===== src/rtl/pc_sequencer.sv =====
// pc_sequencer: program-counter and control-flow sequencer for the PIC16F core.
//
// Owns the fetch PC and drives the hardware_stack push/pop/in ports. Models the
// two-stage fetch/execute pipeline. Any taken control transfer turns the
// already-fetched instruction into a bubble.
//
// Ports:
//   clk, rst       core clock (rising edge), synchronous active-high reset
//   ce             instruction-slot advance strobe; state changes only when high
//   op_call/op_goto/op_return/skip_taken/pcl_we
//                  decoded control-flow actions of the executing instruction
//   pcl_wdata      data written to PCL
//   pclath         current PCLATH value
//   lit_k          CALL/GOTO literal
//   stack_top      hardware_stack top-of-stack output
//   pc, pcl_rdata  fetch address and its low byte, used for PCL reads
//   exec_valid     executing slot holds a real instruction (0 = bubble)
//   stack_push/stack_pop/stack_data
//                  hardware_stack controls
//   stack_ovf/stack_unf
//                  sticky diagnostic depth flags; they never block execution
module pc_sequencer #(
    parameter int unsigned PC_WIDTH  = 13,
    parameter int unsigned LIT_WIDTH = 11,
    parameter int unsigned TOS_WIDTH = 3
) (
    input  logic                  clk,
    input  logic                  rst,
    input  logic                  ce,
    input  logic                  op_call,
    input  logic                  op_goto,
    input  logic                  op_return,
    input  logic                  skip_taken,
    input  logic                  pcl_we,
    input  logic [7:0]            pcl_wdata,
    input  logic [PC_WIDTH-9:0]   pclath,
    input  logic [LIT_WIDTH-1:0]  lit_k,
    input  logic [PC_WIDTH-1:0]   stack_top,
    output logic [PC_WIDTH-1:0]   pc,
    output logic [7:0]            pcl_rdata,
    output logic                  exec_valid,
    output logic                  stack_push,
    output logic                  stack_pop,
    output logic [PC_WIDTH-1:0]   stack_data,
    output logic                  stack_ovf,
    output logic                  stack_unf
);

    typedef enum logic [0:0] {
        StBubble,
        StRun
    } state_e;

    localparam logic [PC_WIDTH-1:0]  PcOne    = PC_WIDTH'(1);
    localparam logic [TOS_WIDTH:0]   DepthOne = (TOS_WIDTH + 1)'(1);
    localparam logic [TOS_WIDTH:0]   DepthMax = {1'b1, {TOS_WIDTH{1'b0}}};

    state_e                state_q, state_d;
    logic [PC_WIDTH-1:0]   pc_q, pc_d;
    logic [TOS_WIDTH:0]    depth_q, depth_d;
    logic                  ovf_q, ovf_d;
    logic                  unf_q, unf_d;

    logic [PC_WIDTH-1:0]   pc_inc;
    logic [PC_WIDTH-1:0]   jump_target;
    logic [PC_WIDTH-1:0]   pcl_target;

    assign pc_inc = pc_q + PcOne;
    // CALL/GOTO take only the PCLATH bits above the literal.
    assign jump_target = {pclath[PC_WIDTH-9:LIT_WIDTH-8], lit_k};
    assign pcl_target  = {pclath, pcl_wdata};

    always_comb begin
        state_d    = state_q;
        pc_d       = pc_q;
        depth_d    = depth_q;
        ovf_d      = ovf_q;
        unf_d      = unf_q;
        stack_push = 1'b0;
        stack_pop  = 1'b0;

        // rst gates the strobe so no push/pop leaks out on a reset edge.
        if (ce && !rst) begin
            case (state_q)
                StBubble: begin
                    pc_d    = pc_inc;
                    state_d = StRun;
                end
                StRun: begin
                    if (op_return) begin
                        stack_pop = 1'b1;
                        pc_d      = stack_top;
                        state_d   = StBubble;
                    end else if (op_call) begin
                        stack_push = 1'b1;
                        pc_d       = jump_target;
                        state_d    = StBubble;
                    end else if (op_goto) begin
                        pc_d    = jump_target;
                        state_d = StBubble;
                    end else if (pcl_we) begin
                        pc_d    = pcl_target;
                        state_d = StBubble;
                    end else if (skip_taken) begin
                        pc_d    = pc_inc;
                        state_d = StBubble;
                    end else begin
                        pc_d = pc_inc;
                    end
                end
                default: begin
                    state_d = StBubble;
                end
            endcase
        end

        // The depth counter only tracks diagnostics; the stack itself wraps.
        if (stack_push) begin
            if (depth_q == DepthMax) begin
                ovf_d = 1'b1;
            end else begin
                depth_d = depth_q + DepthOne;
            end
        end
        if (stack_pop) begin
            if (depth_q == '0) begin
                unf_d = 1'b1;
            end else begin
                depth_d = depth_q - DepthOne;
            end
        end
    end

    always_ff @(posedge clk) begin
        if (rst) begin
            state_q <= StBubble;
            pc_q    <= '0;
            depth_q <= '0;
            ovf_q   <= 1'b0;
            unf_q   <= 1'b0;
        end else begin
            state_q <= state_d;
            pc_q    <= pc_d;
            depth_q <= depth_d;
            ovf_q   <= ovf_d;
            unf_q   <= unf_d;
        end
    end

    assign pc         = pc_q;
    assign pcl_rdata  = pc_q[7:0];
    assign exec_valid = (state_q == StRun);
    assign stack_data = pc_q;
    assign stack_ovf  = ovf_q;
    assign stack_unf  = unf_q;

endmodule


===== config.mk =====
export PLATFORM = sky130hd
export DESIGN_NAME = pc_sequencer
export DESIGN_NICKNAME = d
export VERILOG_FILES = /design/src/rtl/pc_sequencer.sv
export SDC_FILE = /design/constraint.sdc
export NUM_CORES = 1
export LEC_CHECK = 0
export CAP_MARGIN = 20
export CORE_AREA = 2 2 74 76
export DETAILED_ROUTE_END_ITERATION = 10
export DIE_AREA = 0 0 76 78
export PLACE_DENSITY = 0.85
export SYNTH_ARGS = -nofsm -noshare
export SYNTH_HDL_FRONTEND = slang
export SYNTH_SLANG_ARGS = --single-unit

===== constraint.sdc =====
create_clock -name clk -period 1.8 [get_ports clk]
set_input_delay 0.36 -clock clk [delete_from_list [all_inputs] [get_ports clk]]
set_output_delay 0.36 -clock clk [all_outputs]
set_load 0.01 [all_outputs]

Word level (Yosys, flattened, before mapping) --
Index checks and enable logic that the tools add are counted. Widths: inputs -> output; s select.
Cells by class: add/sub/neg operators 3, multipliers 0, div/mod/pow operators 0, magnitude comparators 0, equal/unequal tests 1, shift-type cells 0, mux-type cells 22, bitwise operators 1, reductions and logical operators 5
Operator list (count):
- $mux 13 | 4
- $pmux 13 s2 | 1
- $mux 4 | 4
- $add 13x1->13 const B | 1
- $mux 1 | 12
- $add 4x1->4 const B | 1
- $eq 4x4->1 const B | 1
- $logic_not 4->1 | 1
- $reduce_and 2->1 | 2
- $sub 4x1->4 const B | 1
- $pmux 1 s2 | 1
- $logic_and 1x1->1 | 1
- $logic_not 1->1 | 1
- $not 1->1 | 1
Storage, ports and cells: register bits 20, latch bits 0, memory bits (writable) 0, memory bits (read-only) 0, output and inout bits 39, memories kept 0

Depth between registers and ports, before layout --
depth after elaboration 7, mapped depth 7, depth with buffers taken out 6

Worst setup path after synthesis --
OpenSTA, ideal clock, no wires.
kind register -> register, start reg pc_q[0] (netlist: pc[0]), end reg pc_q[6] (netlist: pc[6]), library setup time 106 ps, data arrival time 1631 ps, setup slack 63 ps, stages on the path, launching flop included 7, clock period less this slack 1737 ps, cell sequence dfxtp_1 -> ha_1 -> and4_1 -> buf_2 -> nand4_1 -> a311o_1 -> o311ai_0
On the way: cells in the longest elaborated chain, start to end 6
RTL lines:
- start, declared | line 59 | logic [PC_WIDTH-1:0] pc_q, pc_d;
- start signal, assigned | line 143 | pc_q <= pc_d;
- $add 13x1->13 (*) | line 68 | assign pc_inc = pc_q + PcOne;
- $mux 13 | line 101 | end else if (pcl_we) begin
- $mux 13 | line 98 | end else if (op_goto) begin
- $mux 13 | line 94 | end else if (op_call) begin
- $mux 13 | line 90 | if (op_return) begin
- $pmux 13 s2 (*) | line 84 | case (state_q)
Mark *: on every way between the ends. The rest lies on a longest branch, timed or not. A chain may end at the register's enable or synchronous reset.

Worst setup path after layout --
start reg pc_q[6] (netlist: pc[6]), end out pc[6]
RTL lines:
- end, declared | line 39 | output logic [PC_WIDTH-1:0] pc,
No word-level cell between the ends.

==> metrics.csv <==
stage;metric;value;unit
synth;Syn Inst Count;265;
critical_path;Crit Path Category;reg -> out;
cts;Clock Path Buffers;2;
timing;Fmax achieved;570;MHz
synth;register area share after synthesis;20.4;%
hold_path;Hold Path Class;reg -> reg;
critical_path;CP Capture Type;output pin;
timing;Hold WS;481;ps
route;DRT antenna net count;0;
route;DR WL met2;3330;µm
critical_path;Worst Reg-to-Reg Cells;6;
route;first-pass detailed-route iteration total;4;
timing;Fin. Hold Viols;0;
die;die footprint;5930;µm²
timing;Max Slew Vio Count;0;
hold_path;Min-Delay Endpoint;stack_unf;
timing;Rel. slew slack;72.5;%
global_routing;antenna violations before repair;0;
power_and_ir_drop;PD cells;506;nW/µm²
die;Die X;76;µm
cts;H-tree levels;1;
route;number of remaining DRC errors;0;
timing;slew of the pin with the lowest slew margin;407;ps
cts;CTS sink count;20;
synth;Post-Synth XOR/XNOR Area;0.893;%
global_routing;vias in the first global route;2291;
synth;largest family of logic cells by synthesized area;compound AO/OA/AOI/OAI gates;
die;Initial Utilization;38.9;%
layout;synthesis-to-finish area growth;53.2;%
critical_path;worst reg2reg setup slack;130;ps
timing;worst setup margin;44.7;ps
die;die height;78;µm
critical_path;Worst path top cell family by delay;buffers and inverters;
cts;CTS tree;done;
timing;setup tns final;0;ps
critical_path;Worst Path Max Fanout;9;
die;# IOs;84;
critical_path;RR Startpoint;depth_q[0];
global_routing;pin count of the biggest net entering global routing;24;
synth;Post-Synth Adder-Cell Area;1.91;%
placement;routability cong.;0.927;
synth;leading area contributor after synthesis;dfxtp_1;
placement;Final HPWL DP;5160;µm
synth;post-synthesis mux area share;2.04;%
power_and_ir_drop;Max VDD drop;266;µV
power_and_ir_drop;Lkg Pwr;1.12;nW
route;DR vias;2395;
global_routing;Tot GR Track Use;22.3;%
route;metal3 WL;576;µm
power_and_ir_drop;Tot Pwr;1.52;mW
job;max_cap viols;0;
hold_path;hold_sp;stack_unf;
critical_path;Arr. time, crit path;1400;ps
global_routing;Overflow after GRT;0;
synth;asr flop ratio synth;0;%
timing;final worst path period need;1760;ps
critical_path;CP Launch Type;register;
synth;Post-synth EDFFs;0;
critical_path;reg-to-reg critical path endpoint;depth_q[0];
route;highest metal used;met4;
synth;synthesized net count;313;
layout;# diodes;0;
route;DR iter-0 viols;136;
cts;Worst-path clk slew;80;ps
critical_path;slowest stage cell, crit path;clkdlybuf4s50_1;
placement;Port Buf Inserts;83;
critical_path;worst path required time;1440;ps
synth;Netlist Area Pre-Place;1960;µm²
synth;Syn Area/Cell;7.40;µm²
timing;Final Setup Violations;0;
synth;Yosys top cell area share;20.4;%
synth;Compound-Gate Fraction of Synth Area;32.5;%
die;Core ar.;5040;µm²
critical_path;Cell Chain, Critical Path;clkdlybuf4s50_1;
layout;Finished Core Util;59.6;%
critical_path;slowest stage delay, CP;600;ps
cts;Root Buffer;clkbuf_8;
cts;clock latency at the later pin of the worst-skew pair;270;ps
cts;Inserted Clock Buffers;3;
synth;synth unique cells;62;
critical_path;CP startpoint;pc[6];
timing;clock skew;4.40;ps
synth;top cells by area, synth;dfxtp_1 20%, buf_4 8.0%, o21ai_0 4.9%;
run_status;status;finished clean;
hold_path;hold depth;2;
synth;Yosys warnings;0;
synth;Top FF cell, synth;dfxtp_1;
timing;final cycle utilization of the critical path;97.5;%
layout;Final nets;401;
layout;share of layout cells above drive strength 1;16.2;%
critical_path;Buf/Inv on CP;1;
route;WL final;6680;µm
placement;DP Worst Slack;-391;ps
route;WL/cell;15.8;µm
timing;RSZ-0062 raised after global routing;false;
die;FP Rows;26;
route;met1 WL;2660;µm
synth;Synth Area in Simple Gates;26.9;%
route;Vias/cell;5.68;
synth;FF+latch count, synth;20;
global_routing;global-route wire length before repair;10900;µm
==> cells in the final DEF (no fill, tap or decap), drive strengths merged, types with 3 or more instances in the layout <==
cell,synthesis,layout
clkbuf,6,4
nor2,15,15
dfxtp,20,20
nor2b,7,7
a311oi,5,5
inv,14,14
o21ai,20,20
a211oi,6,6
o211ai,10,10
dlygate4sd2,0,5
nand3,10,10
buf,32,38
nand4,6,6
o21a,4,4
a221oi,4,4
and4,3,3
ha,3,3
o311ai,3,3
or4,3,3
mux2i,4,4
nor4,4,4
a22oi,3,3
nand2,21,21
a21oi,11,11
and3,6,6
nand2b,5,5
clkdlybuf4s50,0,75
==> cell type report <==
class / count / area [µm²]
Inverter: 14 / 52.6
Timing Repair Buffer: 121 / 1130
Fill cell: 454 / 2040
Multi-Input combinational cell: 193 / 1280
Sequential cell: 20 / 404
Tap cell: 70 / 87.6
Clock buffer: 4 / 55.1
==> worst max path at each step <==
stage	end	slack, ps	depth (start not counted)
2_1_floorplan	pc[6]	60	6
3_3_place_gp	stack_push	-370	5
3_5_place_dp	stack_push	-390	5
4_1_cts	pcl_rdata[4]	20	1
5_1_grt	depth_q[0]	20	6
6_report	pc[6]	40	1
==> worst reg2reg max path: stages (launching register included) <==
cell	delay (ps)
dfxtp_1	440
inv_1	70
ha_1	260
nor2b_1	180
and3_1	200
a211oi_1	250
mux2i_1	200
==> timing repair <==
action,CTS,global route
hold buffers,0,0
endpoints found under the setup margin,6,12
setup buffers,2,0
gates resized for setup,13,6
==> cells by family after synthesis <==
logic type               Yosys count
buffers and inverters             52
multiplexers                       4
AO/OA/AOI/OAI                     90
flip-flops                        20
adder cells (fa/ha/maj)            3
AND/OR/NAND/NOR                   94
XOR/XNOR                           2
==> sequential cells by signal (all words and copies together) (netlist names) <==
| signal | flops |
|---|---|
| pc | 13 |
| depth_q | 4 |
| exec_valid | 1 |
| stack_ovf | 1 |
| stack_unf | 1 |
==> synth_stat cells, types with 2 or more instances <==
| cell | n |
|---|---|
| a21oi_1 | 11 |
| nor3b_1 | 2 |
| or4_1 | 2 |
| o2bb2ai_1 | 2 |
| inv_1 | 14 |
| nor2b_1 | 7 |
| nand2_1 | 21 |
| buf_4 | 21 |
| a211oi_1 | 6 |
| ha_1 | 3 |
| nor4_1 | 4 |
| nand2b_1 | 5 |
| a31oi_1 | 2 |
| clkbuf_1 | 6 |
| mux2i_1 | 4 |
| and4_1 | 3 |
| a22o_1 | 2 |
| a221oi_1 | 4 |
| o32ai_1 | 2 |
| nor3_1 | 2 |
| o21ai_0 | 19 |
| and3_1 | 5 |
| nand4_1 | 6 |
| o211ai_1 | 10 |
| buf_6 | 2 |
| nand3_1 | 10 |
| nor2_1 | 14 |
| o311ai_0 | 3 |
| buf_2 | 9 |
| o21a_1 | 4 |
| a311oi_1 | 5 |
| nand4b_1 | 2 |
| o22ai_1 | 2 |
| a22oi_1 | 3 |
| dfxtp_1 | 20 |
| a32oi_1 | 2 |
==> layer usage <==
metal | vias up | global-route usage [%]
met5 | - | 0
met4 | 0 | 6.36
met3 | 13 | 4.19
met2 | 121 | 39.7
met1 | 1101 | 27.5
li1 | 1160 | -
==> per-stage QoR <==
stage | area (µm²) | instances
global route | 3000 | 422
global placement | 2910 | 416
detailed placement | 2910 | 416
CTS | 2990 | 422
floorplan | 1960 | 265
finish | 3000 | 422
==> report_power, final <==
| part | switching, mW | internal [mW] | total, mW |
|---|---|---|---|
| combinational | 0.286 | 0.346 | 0.631 |
| clock | 0.159 | 0.195 | 0.354 |
| sequential | 0.0567 | 0.477 | 0.534 |
Note: power is estimated with default switching activity, not from simulation.
